$ cat src/rtl/noise_pkg.sv
// -----------------------------------------------------------------------------
// noise_pkg
// Shared definitions for the central-limit-theorem noise generator:
//   - state_t   : generator FSM states (IDLE, FILL, SCALE, OUT)
//   - LANE_W    : width of one uniform lane taken from a 64-bit URNG word
//   - acc_width : accumulator width needed to sum 4*words signed lane terms
// -----------------------------------------------------------------------------
package noise_pkg;

  typedef enum logic [1:0] {
    ST_IDLE  = 2'd0,
    ST_FILL  = 2'd1,
    ST_SCALE = 2'd2,
    ST_OUT   = 2'd3
  } state_t;

  localparam int LANE_W = 16;

  // One sign bit plus enough headroom for 4*words lane terms of LANE_W bits.
  function automatic int acc_width(input int words);
    return LANE_W + $clog2(4 * words) + 1;
  endfunction

endpackage

$ cat src/rtl/clt_lane_sum.sv
// -----------------------------------------------------------------------------
// clt_lane_sum
// Combinational sum of the four signed 16-bit lane terms carried by one URNG
// word. Result is 18 bits, enough for 4 * (-32768) without overflow.
// Ports:
//   i_terms : four packed signed lane terms, lane 0 in bits [15:0]
//   o_sum   : signed sum of the four terms
// -----------------------------------------------------------------------------
module clt_lane_sum
  import noise_pkg::*;
(
  input  logic        [4*LANE_W-1:0] i_terms,
  output logic signed [LANE_W+1:0]   o_sum
);

  logic signed [LANE_W+1:0] w_ext [4];

  generate
    for (genvar gi = 0; gi < 4; gi++) begin : g_ext
      assign w_ext[gi] = {{2{i_terms[gi*LANE_W+LANE_W-1]}}, i_terms[gi*LANE_W +: LANE_W]};
    end
  endgenerate

  assign o_sum = w_ext[0] + w_ext[1] + w_ext[2] + w_ext[3];

endmodule

$ cat src/rtl/clt_noise_gen.sv
// -----------------------------------------------------------------------------
// clt_noise_gen
// Approximately Gaussian noise by summing 4*WORDS uniform 16-bit lanes
// (central limit theorem), scaled by an unsigned Q0.16 sigma multiplier.
// Build option: define CLT_NOISE_SAT_EN to saturate the scaled result to the
// OUT_W signed range; otherwise the low OUT_W bits are kept (wrap).
// Ports:
//   clk, rst      : clock, asynchronous active-high reset
//   start         : level enable, samples produced back-to-back while high
//   scale         : Q0.16 sigma multiplier, latched when a sample begins
//   urng_en       : request one 64-bit word from the upstream URNG
//   urng_valid    : upstream word valid (one cycle after its request)
//   urng_data     : upstream uniform word
//   noise_valid   : noise_out holds a sample
//   noise_ready   : downstream accept
//   noise_out     : signed noise sample
//   busy          : FSM not idle
//   proto_err     : sticky, set by a urng_valid with no outstanding request
// -----------------------------------------------------------------------------
module clt_noise_gen
  import noise_pkg::*;
#(
  parameter int WORDS = 2,
  parameter int OUT_W = 16
) (
  input  logic             clk,
  input  logic             rst,
  input  logic             start,
  input  logic [15:0]      scale,
  output logic             urng_en,
  input  logic             urng_valid,
  input  logic [63:0]      urng_data,
  output logic             noise_valid,
  input  logic             noise_ready,
  output logic [OUT_W-1:0] noise_out,
  output logic             busy,
  output logic             proto_err
);

  localparam int ACC_W  = acc_width(WORDS);
  localparam int PROD_W = ACC_W + 17;
  localparam int CNT_W  = $clog2(WORDS + 1);
  localparam logic [CNT_W-1:0] WORDS_C = CNT_W'(WORDS);

  state_t                     r_state;
  state_t                     w_state_next;
  logic [CNT_W-1:0]           r_iss;
  logic [CNT_W-1:0]           r_rcv;
  logic signed [ACC_W-1:0]    r_acc;
  logic [15:0]                r_scale;
  logic [OUT_W-1:0]           r_noise_out;
  logic                       r_proto_err;

  logic                       w_start_sample;
  logic                       w_accept;
  logic [63:0]                w_terms;
  logic signed [LANE_W+1:0]   w_lane_sum;
  logic signed [PROD_W-1:0]   w_acc_x;
  logic signed [PROD_W-1:0]   w_scale_x;
  logic signed [PROD_W-1:0]   w_prod;
  logic signed [PROD_W-1:0]   w_shift;
  logic [OUT_W-1:0]           w_scaled;
  logic                       w_unused;

  // Lane term u - 32768 is just u with its MSB inverted.
  generate
    for (genvar gi = 0; gi < 4; gi++) begin : g_lane
      assign w_terms[gi*LANE_W +: LANE_W] =
        {~urng_data[gi*LANE_W+LANE_W-1], urng_data[gi*LANE_W +: LANE_W-1]};
    end
  endgenerate

  clt_lane_sum u_lane_sum (
    .i_terms (w_terms),
    .o_sum   (w_lane_sum)
  );

  // A word is only taken while a request is outstanding; anything else is a
  // protocol violation and is dropped.
  assign w_accept = urng_valid && (r_state == ST_FILL) && (r_rcv < r_iss);

  // Scale: both operands widened to the full product width so the multiply
  // is exact; the arithmetic shift removes the Q0.16 fraction.
  assign w_acc_x   = PROD_W'(r_acc);
  assign w_scale_x = PROD_W'($signed({1'b0, r_scale}));
  assign w_prod    = w_acc_x * w_scale_x;
  assign w_shift   = w_prod >>> 16;

  always_comb begin
    w_scaled = w_shift[OUT_W-1:0];
`ifdef CLT_NOISE_SAT_EN
    // In range only if every bit above the OUT_W sign bit matches it.
    if (!((&w_shift[PROD_W-1:OUT_W-1]) || !(|w_shift[PROD_W-1:OUT_W-1]))) begin
      w_scaled = w_shift[PROD_W-1] ? {1'b1, {(OUT_W-1){1'b0}}}
                                   : {1'b0, {(OUT_W-1){1'b1}}};
    end
`endif
  end

  assign w_unused = ^{w_prod, w_shift};

  // ---------------------------------------------------------------------------
  // FSM
  // ---------------------------------------------------------------------------
  always_ff @(posedge clk or posedge rst) begin
    if (rst) begin
      r_state <= ST_IDLE;
    end else begin
      r_state <= w_state_next;
    end
  end

  always_comb begin
    w_state_next   = r_state;
    urng_en        = 1'b0;
    noise_valid    = 1'b0;
    w_start_sample = 1'b0;
    case (r_state)
      ST_IDLE: begin
        if (start) begin
          w_state_next   = ST_FILL;
          w_start_sample = 1'b1;
        end
      end
      ST_FILL: begin
        urng_en = (r_iss < WORDS_C);
        if (w_accept && (r_rcv == WORDS_C - 1'b1)) begin
          w_state_next = ST_SCALE;
        end
      end
      ST_SCALE: begin
        w_state_next = ST_OUT;
      end
      ST_OUT: begin
        noise_valid = 1'b1;
        if (noise_ready) begin
          if (start) begin
            w_state_next   = ST_FILL;
            w_start_sample = 1'b1;
          end else begin
            w_state_next = ST_IDLE;
          end
        end
      end
      default: w_state_next = ST_IDLE;
    endcase
  end

  // ---------------------------------------------------------------------------
  // Datapath
  // ---------------------------------------------------------------------------
  always_ff @(posedge clk or posedge rst) begin
    if (rst) begin
      r_iss       <= '0;
      r_rcv       <= '0;
      r_acc       <= '0;
      r_scale     <= '0;
      r_noise_out <= '0;
      r_proto_err <= 1'b0;
    end else begin
      if (w_start_sample) begin
        r_scale <= scale;
        r_acc   <= '0;
        r_iss   <= '0;
        r_rcv   <= '0;
      end else begin
        if (urng_en) begin
          r_iss <= r_iss + 1'b1;
        end
        if (w_accept) begin
          r_acc <= r_acc + {{(ACC_W-LANE_W-2){w_lane_sum[LANE_W+1]}}, w_lane_sum};
          r_rcv <= r_rcv + 1'b1;
        end
      end
      if (urng_valid && !w_accept) begin
        r_proto_err <= 1'b1;
      end
      if (r_state == ST_SCALE) begin
        r_noise_out <= w_scaled;
      end
    end
  end

  assign noise_out = r_noise_out;
  assign busy      = (r_state != ST_IDLE);
  assign proto_err = r_proto_err;

endmodule

$ cat config.mk
export PLATFORM = sky130hd
export DESIGN_NAME = clt_noise_gen
export DESIGN_NICKNAME = d
export VERILOG_FILES = /design/src/rtl/noise_pkg.sv /design/src/rtl/clt_lane_sum.sv /design/src/rtl/clt_noise_gen.sv
export SDC_FILE = /design/constraint.sdc
export NUM_CORES = 1
export LEC_CHECK = 0
export ABC_CLOCK_PERIOD_IN_PS = 11920
export CAP_MARGIN = 40
export CELL_PAD_IN_SITES_DETAIL_PLACEMENT = 2
export CELL_PAD_IN_SITES_GLOBAL_PLACEMENT = 2
export CORE_MARGIN = 2
export CORE_UTILIZATION = 40
export DETAILED_ROUTE_END_ITERATION = 7
export GPL_TIMING_DRIVEN = 0
export PLACE_DENSITY = 0.95
export SYNTH_ARGS = -nofsm -noshare
export SYNTH_HDL_FRONTEND = slang
export SYNTH_SLANG_ARGS = --single-unit
$ cat constraint.sdc
create_clock -name clk -period 11.92 [get_ports clk]
set_clock_uncertainty 0.1 [all_clocks]
set_input_delay 1.788 -clock clk [delete_from_list [all_inputs] [get_ports clk]]
set_output_delay 1.788 -clock clk [all_outputs]
set_load 0.02 [all_outputs]
==> flow_metrics.py <==
metrics = {
    "floorplan": {
        "floorplan.initialDensity": 0.4065,
        "chipHeight_um": 199.6,
        "num_ports": 105,
        "core.rowCount": 71,
        "core_area_um2": 37670,
        "die_area_um2": 39850,
        "dieWidth_um": 199.6,
    },
    "timing": {
        "max_slew_margin": 0.2940,
        "final.min_clock_period_ns": 8.825,
        "fin_setup_tns_ns": 0,
        "finalMaxSlewViolations": 0,
        "layout_worst_path_cycle_share": 0.7404,
        "timing_hold_violations_final": 0,
        "max_slew.worst_pin.slew_ns": 1.059,
        "grt_setup_unrepaired": "false",
        "setup_violations": 0,
        "fmax_mhz": 113.3,
    },
    "global_route": {
        "global_route.overflow_total": 0,
        "grt_pass1_wl_mm": 116.0,
        "grt.met3_usage": 0.1581,
        "global_route.peak_usage_layer": "met2",
        "grt.met2_usage": 0.6870,
        "globalRouteTotalUtil": 0.4200,
        "gr-usage-met1": 0.4125,
        "grt_antenna_before_repair": 7,
        "number_of_global_route_vias_before_repair": 16870,
        "grt_max_degree": 38,
    },
    "placement": {
        "dpl.hpwl_mm": 54.97,
        "gp_routability_congestion": 0.8988,
        "post-place-cells": 2314,
        "postPlaceCellArea_um2": 17010,
        "number_of_buffers_added_on_ports": 104,
    },
    "clock_network": {
        "worstSkewPairLatency_ns": 0.37,
        "cts.clk_slew.worst_paths_ns": 0.07,
        "postCtsResizedCells": 0,
        "cts-hold-fix-buffers": 0,
        "ctsLongestPathBuffers": 2,
        "total_clock_buffers_created_by_cts": 9,
        "tritoncts": "built",
        "htree_levels": 3,
        "post_cts_setup_buffer_count": 0,
        "cts_root_buf": "sky130_fd_sc_hd__clkbuf_16",
        "clock-sinks": 59,
    },
    "logic_synthesis": {
        "yosysSeqAreaShare": 0.09644,
        "synth_area_um2": 15310,
        "synthesis.yosys.warnings": 0,
        "synth_nets": 2221,
        "postSynthRegisterBits": 59,
        "synth_enable_flop_cells": 0,
        "synth.avg_cell_area_um2": 9.016,
        "synth_top_flop_cell": "sky130_fd_sc_hd__dfrtp_1",
        "synth_cell_types": 56,
        "synth-async-reset-ratio": 1.000,
        "synth_cells": 1698,
    },
    "setup_path": {
        "critical_path_peak_fanout": 10,
        "critical_path_class": "reg -> reg",
        "r2r-start": "r_acc[7]",
        "worst-endpoint-required_ns": 12.12,
        "critPathLaunchType": "flip-flop",
        "critical_path.endpoint_type": "flip-flop",
        "max_stage_delay_ns": 0.75,
        "worstPathBufferInverterCount": 5,
        "worst_ep_arrival_time_ns": 9.03,
        "r2r_setup_slack_ns": 3.09,
        "ff2ff_path_depth": 21,
        "rr_endpoint": "noise_out[13]",
        "timing.critical_path.max_delay_family": "adder cells",
        "cp-startpoint": "r_acc[7]",
        "critical_path.cell_chain": "clkbuf_1 -> nand2_1 -> fa_1 -> inv_1 -> fa_1 -> fa_1 -> fa_1 -> fa_1 -> inv_1 -> fa_1 -> inv_1 -> ha_1 -> o211ai_1 -> a21oi_1 -> nand3_1 -> a31oi_1 -> buf_4 -> o31a_1 -> a21o_1 -> xor2_1 -> mux2_2",
        "critical-path-top-cell-by-count": "sky130_fd_sc_hd__fa_1",
        "timing.critical_path.slowest_stage_cell": "sky130_fd_sc_hd__fa_1",
    },
    "drt": {
        "detail_route.drc_violations": 0,
        "drtPass1Iterations": 5,
        "post_detailed_route_via_to_cell_ratio": 6.121,
        "routed_wire_length_per_instance_um": 36.45,
        "antenna_left": 0,
        "routed_wirelength_mm": 85.21,
        "detailedRoute.firstIterationViolations": 1232,
        "routed-via-count": 14310,
    },
    "worst_hold_path": {
        "hold_depth": 1,
        "min_from": "noise_out[15]",
        "worst_hold_path_type": "reg -> reg",
        "holdPathEnd": "noise_out[15]",
    },
    "layout": {
        "layout.cells.most_common": "sky130_fd_sc_hd__inv_1",
        "stdcell_area_um2": 17390,
        "most-common-layout-cells": "sky130_fd_sc_hd__inv_1 (456), sky130_fd_sc_hd__fa_1 (315), sky130_fd_sc_hd__nand2_1 (216)",
        "post_route_cells_drive_above_1_share": 0.03456,
        "area_growth_syn_to_layout_pct": 13.57,
        "final_cells": 2338,
        "nets": 2342,
    },
    "run": {
        "maxcap_viol_count": 0,
    },
    "run_status": {
        "status": "completed",
    },
}
-- cells in the mapped netlist, types with 3 or more instances --
library cell | number | area [µm²]
sky130_fd_sc_hd__o211ai_1 | 4 | 30.03
sky130_fd_sc_hd__or3_1 | 4 | 25.02
sky130_fd_sc_hd__and2_1 | 148 | 925.9
sky130_fd_sc_hd__nand2_1 | 216 | 810.8
sky130_fd_sc_hd__nor3_1 | 15 | 75.07
sky130_fd_sc_hd__a21o_1 | 15 | 112.6
sky130_fd_sc_hd__ha_1 | 123 | 1539
sky130_fd_sc_hd__fa_1 | 315 | 6306
sky130_fd_sc_hd__clkbuf_1 | 59 | 221.5
sky130_fd_sc_hd__or2_2 | 3 | 18.77
sky130_fd_sc_hd__nor2_1 | 30 | 112.6
sky130_fd_sc_hd__o21a_1 | 7 | 52.55
sky130_fd_sc_hd__xor2_1 | 20 | 175.2
sky130_fd_sc_hd__o21ai_0 | 19 | 95.09
sky130_fd_sc_hd__o311a_1 | 3 | 30.03
sky130_fd_sc_hd__nand3_1 | 11 | 55.05
sky130_fd_sc_hd__nor4_1 | 3 | 18.77
sky130_fd_sc_hd__a31oi_1 | 3 | 18.77
sky130_fd_sc_hd__a211oi_1 | 9 | 67.56
sky130_fd_sc_hd__o31a_1 | 3 | 26.28
sky130_fd_sc_hd__and3_1 | 9 | 56.30
sky130_fd_sc_hd__a21oi_1 | 40 | 200.2
sky130_fd_sc_hd__mux2_2 | 28 | 315.3
sky130_fd_sc_hd__xnor2_1 | 44 | 385.4
sky130_fd_sc_hd__dfrtp_1 | 59 | 1476
sky130_fd_sc_hd__nor2b_1 | 4 | 25.02
sky130_fd_sc_hd__o21bai_1 | 7 | 52.55
sky130_fd_sc_hd__inv_1 | 457 | 1715
-- registers in the layout, indices dropped and copies added (netlist names) --
| signal | cells |
|---|---|
| noise_out | 16 |
| proto_err | 1 |
| r_acc | 20 |
| r_iss | 2 |
| r_rcv | 2 |
| r_scale | 16 |
| r_state | 2 |
-- cell families (layout without fill, tap and decap cells) --
kind of cell | after synthesis | after routing | share of synthesized area
AO/OA/AOI/OAI | 136 | 136 | 0.06228
multiplexers | 28 | 28 | 0.02059
AND/OR/NAND/NOR | 455 | 455 | 0.1447
buffers and inverters | 518 | 643 | 0.1270
XOR/XNOR | 64 | 64 | 0.03661
flip-flops | 59 | 59 | 0.09644
other | 0 | 4 | 0
adder cells (fa/ha/maj) | 438 | 438 | 0.5124
-- worst max-delay path by stage --
stage,endpoint,slack [ns],depth (start not counted)
2_1_floorplan,r_acc[19],5.46,23
3_3_place_gp,noise_out[14],4.42,22
3_5_place_dp,noise_out[14],3.93,22
4_1_cts,noise_out[14],3.87,22
5_1_grt,noise_out[14],3.14,23
6_report,noise_out[13],3.09,21
-- through the flow --
stage | util | worst slack, ns | hold slack, ns
final | 0.4616 | 3.095 | 0.4251
after global routing | 0.4615 | 3.136 | 0.4421
after CTS | 0.4603 | 3.866 | 0.3754
after detailed placement | 0.4516 | 3.930 | 0.3675
after global placement | 0.4511 | 4.422 | 0.3439
after floorplan | - | 5.459 | 0.3845
-- layer usage --
layer,vias to the layer above,part of all wire
li1,5263,-
met1,7218,0.31
met2,1170,0.46
met3,651,0.10
met4,10,0.12
met5,-,0.0013
-- cell type report --
type	instances	area, µm²
repair buffers	110	1101
clock inverters	4	73.82
well taps	511	639.4
multi-input cells	1121	11890
fillers	4074	20280
diodes	4	10.01
flip-flops and latches	59	1476
plain buffers	61	229.0
inverters	457	1715
clock buffers	11	252.7
Power is not shown: default switching activity piles up to over one toggle a cycle in this logic, so the estimate is an artifact.
